$ cat src/rtl/uart_pkg.sv
// Shared UART definitions: FSM states, frame constants and bit-period math.
// Used by both the transmitter and the receiver.
package uart_pkg;

    typedef enum logic [1:0] {
        IDLE,
        START,
        DATA,
        STOP
    } uart_state_e;

    localparam int DATA_BITS = 8;
    localparam int STOP_BITS = 1;

    function automatic int clks_per_bit(input int clk_freq, input int baud);
        return clk_freq / baud;
    endfunction

endpackage

$ cat src/rtl/uart_tx_fifo.sv
// Byte queue for the UART transmitter; push is refused when full, pop when empty, 1-cycle write-to-read.
// Flags and count come straight from registers so full/empty never depend on same-cycle push/pop.
module uart_tx_fifo #(
    parameter int DEPTH = 16,
    parameter int WIDTH = 8
) (
    input  logic                     clk,
    input  logic                     reset_n,
    input  logic                     push_i,
    input  logic [WIDTH-1:0]         wdata_i,
    input  logic                     pop_i,
    output logic [WIDTH-1:0]         rdata_o,
    output logic                     full_o,
    output logic                     empty_o,
    output logic [$clog2(DEPTH):0]   count_o
);

    localparam int AW = $clog2(DEPTH);

    logic [WIDTH-1:0] mem_q [DEPTH];
    logic [AW-1:0]    wr_ptr_q;
    logic [AW-1:0]    rd_ptr_q;
    logic [AW:0]      count_q;
    logic             push_ok;
    logic             pop_ok;

    assign full_o  = (count_q == (AW+1)'(DEPTH));
    assign empty_o = (count_q == '0);
    assign count_o = count_q;
    assign rdata_o = mem_q[rd_ptr_q];

    assign push_ok = push_i && !full_o;
    assign pop_ok  = pop_i && !empty_o;

    // Pointers are AW bits wide, so they wrap modulo DEPTH on their own.
    always_ff @(posedge clk or negedge reset_n) begin
        if (!reset_n) begin
            wr_ptr_q <= '0;
            rd_ptr_q <= '0;
            count_q  <= '0;
        end else begin
            if (push_ok) wr_ptr_q <= wr_ptr_q + AW'(1);
            if (pop_ok)  rd_ptr_q <= rd_ptr_q + AW'(1);
            case ({push_ok, pop_ok})
                2'b10:   count_q <= count_q + (AW+1)'(1);
                2'b01:   count_q <= count_q - (AW+1)'(1);
                default: count_q <= count_q;
            endcase
        end
    end

    always_ff @(posedge clk) begin
        if (push_ok) mem_q[wr_ptr_q] <= wdata_i;
    end

endmodule

$ cat src/rtl/uart_transmitter.sv
// 8N1 UART transmitter with byte FIFO; start bit appears 2 cycles after a byte enters an idle block.
// tx_ready drops only when the FIFO is full; frames queued back-to-back are sent with no idle gap.
module uart_transmitter
    import uart_pkg::*;
#(
    parameter int CLK_FREQ   = 50_000_000,
    parameter int BAUD       = 115200,
    parameter int FIFO_DEPTH = 16
) (
    input  logic                          clk,
    input  logic                          reset_n,
    input  logic [7:0]                    tx_data,
    input  logic                          tx_valid,
    output logic                          tx_ready,
    output logic                          uart_txd,
    output logic                          busy,
    output logic [$clog2(FIFO_DEPTH):0]   fifo_count
);

    localparam int CPB = clks_per_bit(CLK_FREQ, BAUD);
    localparam int CW  = $clog2(CPB + 1);
    localparam int BW  = $clog2(DATA_BITS);

    uart_state_e          state_q;
    logic [CW-1:0]        baud_cnt_q;
    logic [BW-1:0]        bit_idx_q;
    logic [DATA_BITS-1:0] shift_q;
    logic                 txd_q;
    logic                 line_d;

    logic                 fifo_full;
    logic                 fifo_empty;
    logic                 fifo_pop;
    logic [7:0]           fifo_rdata;
    logic                 bit_done;
    logic                 data_last;
    logic                 stop_last;

    uart_tx_fifo #(
        .DEPTH (FIFO_DEPTH),
        .WIDTH (DATA_BITS)
    ) u_fifo (
        .clk     (clk),
        .reset_n (reset_n),
        .push_i  (tx_valid),
        .wdata_i (tx_data),
        .pop_i   (fifo_pop),
        .rdata_o (fifo_rdata),
        .full_o  (fifo_full),
        .empty_o (fifo_empty),
        .count_o (fifo_count)
    );

    assign bit_done  = (baud_cnt_q == CW'(CPB - 1));
    assign data_last = (bit_idx_q == BW'(DATA_BITS - 1));
    assign stop_last = (bit_idx_q == BW'(STOP_BITS - 1));

    // Pop exactly where the FSM loads the shift register: in IDLE, or at the last stop-bit edge.
    assign fifo_pop = !fifo_empty &&
                      ((state_q == IDLE) || ((state_q == STOP) && bit_done && stop_last));

    always_comb begin
        line_d = 1'b1;
        case (state_q)
            START:   line_d = 1'b0;
            DATA:    line_d = shift_q[0];
            default: line_d = 1'b1;
        endcase
    end

    // The line flop follows the state one cycle later, giving a glitch-free pin and uniform bit lengths.
    always_ff @(posedge clk or negedge reset_n) begin
        if (!reset_n) begin
            state_q    <= IDLE;
            baud_cnt_q <= '0;
            bit_idx_q  <= '0;
            shift_q    <= '0;
            txd_q      <= 1'b1;
        end else begin
            txd_q <= line_d;
            case (state_q)
                IDLE: begin
                    baud_cnt_q <= '0;
                    bit_idx_q  <= '0;
                    if (fifo_pop) begin
                        shift_q <= fifo_rdata;
                        state_q <= START;
                    end
                end
                START: begin
                    if (bit_done) begin
                        baud_cnt_q <= '0;
                        state_q    <= DATA;
                    end else begin
                        baud_cnt_q <= baud_cnt_q + CW'(1);
                    end
                end
                DATA: begin
                    if (bit_done) begin
                        baud_cnt_q <= '0;
                        shift_q    <= {1'b0, shift_q[DATA_BITS-1:1]};
                        if (data_last) begin
                            bit_idx_q <= '0;
                            state_q   <= STOP;
                        end else begin
                            bit_idx_q <= bit_idx_q + BW'(1);
                        end
                    end else begin
                        baud_cnt_q <= baud_cnt_q + CW'(1);
                    end
                end
                STOP: begin
                    if (bit_done) begin
                        baud_cnt_q <= '0;
                        if (stop_last) begin
                            bit_idx_q <= '0;
                            if (fifo_pop) begin
                                shift_q <= fifo_rdata;
                                state_q <= START;
                            end else begin
                                state_q <= IDLE;
                            end
                        end else begin
                            bit_idx_q <= bit_idx_q + BW'(1);
                        end
                    end else begin
                        baud_cnt_q <= baud_cnt_q + CW'(1);
                    end
                end
                default: state_q <= IDLE;
            endcase
        end
    end

    assign uart_txd = txd_q;
    assign tx_ready = !fifo_full;
    assign busy     = (state_q != IDLE) || !fifo_empty;

endmodule

$ cat config.mk
export PLATFORM = sky130hd
export DESIGN_NAME = uart_transmitter
export DESIGN_NICKNAME = d
export VERILOG_FILES = /design/src/rtl/uart_pkg.sv /design/src/rtl/uart_tx_fifo.sv /design/src/rtl/uart_transmitter.sv
export SDC_FILE = /design/constraint.sdc
export NUM_CORES = 1
export LEC_CHECK = 0
export ABC_AREA = 0
export CORE_AREA = 4 4 138 140
export CTS_CLUSTER_DIAMETER = 150
export DETAILED_ROUTE_END_ITERATION = 8
export DIE_AREA = 0 0 142 144
export GPL_TIMING_DRIVEN = 1
export PLACE_DENSITY = 0.53
export RECOVER_POWER = 25
export SLEW_MARGIN = 40
export SYNTH_ARGS = -nofsm -noshare
export SYNTH_HDL_FRONTEND = slang
export SYNTH_SLANG_ARGS = --single-unit
$ cat constraint.sdc
create_clock -name clk -period 2.9 [get_ports clk]
set_input_delay 0.87 -clock clk [delete_from_list [all_inputs] [get_ports clk]]
set_output_delay 0.87 -clock clk [all_outputs]
set_load 0.01 [all_outputs]
==> out/summary.txt <==
Status: finished, final reports clean
CTS tree: done
Clk buf depth: 2
P_leak: 2.91 nW
CP max FO: 5
Synth Net Count: 452
Initial antenna violation count: 0
Synth area leader: edfxtp_1
Worst Path Required: 2030 ps
DIE AREA: 0.0204 mm^2
Final period util: 94.9%
Vias in the first global route: 3921
Largest net degree at the start of global routing: 24
Pwr/cell area: 988 mW/mm^2
Post-DP HPWL: 9.13 mm
RSZ-0062 raised after global routing: false
Nets: 503
CP max-delay cell: clkdlybuf4s50_1
Core box area: 0.0178 mm^2
First-pass GRT wire length: 22.0 mm
Fin worst setup slack: 148 ps
Delay-heaviest family, CP: buffers and inverters
Worst Path Arrival: 1880 ps
GP Congestion: 0.767
Drt drc: 0
FFs w/ async S/R, synth: 22.0%
Final WL: 13.6 mm
# H-tree levels: 4
Synth Cell Area: 0.00700 mm^2
Main synth FF type: edfxtp_1
Layout cells sized above 1: 22.4%
Syn Area/Cell: 16.6 um^2
Layout fillers: 1495
Maxcap violations: 0
Util after Layout: 45.8%
Crit path kind: flop to output pin
Num CTS Buffers: 17
Via count: 3714
P&R area growth vs syn: 16.7%
Ys Warns: 0
Least-Margin Pin Slew: 1300 ps
Hold_ws: 518 ps
Die Y-Extent: 144 um
Post-synth EDFFs: 128
Remaining Overflow, GRT: 0
Place WS: -12.0 ps
Clock-pin transition on the worst setup and hold timing paths: 70 ps
Routed len/inst: 18.9 um
Vias per cell: 5.19
Post-Syn Instances: 423
Buf/Inv on CP: 2
Most frequent cells in the layout: 128 x edfxtp_1, 33 x dfrtp_1, 27 x nor2_1
Crit end category: output pin
Final Hold Vio Count: 0
Maximum vdd drop: 468 uV
Setup TNS Final: 0 ps
Antenna cells: 0
Clk_lat worst skew: 420 ps
# setup viols final: 0
#FFs+latches synth: 164
Post-synth top area share: 54.9%
Top post-synthesis cells by area: edfxtp_1 55%, dfrtp_1 13%, mux4_2 8.4%, ha_1 3.2%, mux2_2 2.3%
FMAX: 363 MHz
Top-Level Pins: 19
IO Port Bufs: 18
Global Route Usage Sum: 14.5%
First-pass DRT Iterations: 5
Power Total: 8.07 mW
CP Cell Sequence: nor4_2 -> buf_4 -> nand3b_1 -> clkdlybuf4s50_1
Root buf cell: clkbuf_16
Register area share after synthesis: 67.8%
Final-report max-slew violation count: 0
Hold Path Class: flop to flop
Row count: 49
Starting density of the core: 39.2%
Most common cell after layout, fill and taps aside: edfxtp_1
Post-route clock skew: 9.93 ps
Clk sinks: 164
Die Width: 142 um
Unique masters post-synth: 51
Slew headroom: 13.4%
Startpoint types: flop
Initial DRC Count: 191
Final worst path period need: 2750 ps
Post-DRT Antenna Nets: 0
Crit-path max cell delay: 500 ps
cell families after synthesis:
family	Yosys count	share of synthesized area, %
DFF	164	67.8
and+or+nand+nor	78	6.11
AOI/OAI and AO/OA	60	5.61
muxes	56	13.2
buffers and inverters	32	2.20
adders and majority gates	18	3.22
xor gates and xnor gates	15	1.88
path summary, 6_finish.rpt:
path | startpoint | depth (start not counted) | slack (ps) | endpoint
min | baud_cnt_q[0] | 1 | 520 | baud_cnt_q[0]
max | u_fifo.count_o[3] | 4 | 150 | busy
min in group asynchronous | reset_n | 1 | 720 | baud_cnt_q[0]
max in group asynchronous | reset_n | 2 | 870 | u_fifo.rd_ptr_q[3]
max reg2reg | bit_idx_q[0] | 14 | 240 | u_fifo.count_o[4]
min reg2reg | baud_cnt_q[0] | 1 | 520 | baud_cnt_q[0]
per-layer routing:
metal  up-vias  track usage (%)  routed length, um
met5         -                0                  0
met4         0             4.09                107
met3        10             3.87                481
met2        54             24.2               6800
met1      1913             18.7               6170
li1       1737                -                  -
what timing repair did:
action / CTS / global route
hold buffers: 0 / 0
buffers inserted: 0 / 0
setup endpoints to repair: 0 / 2
resized for setup: 0 / 2
cells in the mapped netlist (3+ instances only):
| cell | instances |
|---|---|
| edfxtp_1 | 128 |
| dfrtp_1 | 35 |
| nor2_1 | 27 |
| mux4_2 | 26 |
| o21ai_0 | 26 |
| ha_1 | 18 |
| inv_1 | 17 |
| nand2_1 | 17 |
| mux2_2 | 14 |
| mux2i_1 | 14 |
| a21oi_1 | 9 |
| xnor2_1 | 9 |
| o221ai_1 | 7 |
| nor3_1 | 6 |
| o22ai_1 | 6 |
| xor2_1 | 6 |
| buf_2 | 4 |
| clkbuf_1 | 4 |
| nand2b_1 | 4 |
| nand3_1 | 3 |
| nand4_1 | 3 |
| nor2b_1 | 3 |
| or3_1 | 3 |
per-stage QoR:
stage / std cells / cell area, um^2
2_1_floorplan: 423 / 7000
3_3_place_gp: 684 / 7600
3_5_place_dp: 684 / 7600
4_1_cts: 716 / 8190
5_1_grt: 716 / 8170
6_report: 716 / 8170
sequential cells by signal, indices dropped and copies added (netlist names):
signal,count
u_fifo.mem_q,128
shift_q,8
u_fifo.wr_ptr_q,4
bit_idx_q,3
uart_txd,1
u_fifo.count_o,5
u_fifo.rd_ptr_q,4
state_q,2
baud_cnt_q,9
power by group:
group / switching, mW / internal, mW
registers: 0.370 / 2.95
clock network: 0.984 / 1.22
logic: 1.29 / 1.26
total: 2.64 / 5.43
cell type report:
class	instances	area, um^2	share of cell area, %
Clock buffer	17	425	5.21
Clock inverter	15	159	1.94
Inverter	18	67.6	0.827
Multi-Input combinational cell	227	2100	25.7
Sequential cell	164	4750	58.1
Tap cell	229	287	3.51
Timing Repair Buffer	46	389	4.76
(Power assumes the default switching activity.)
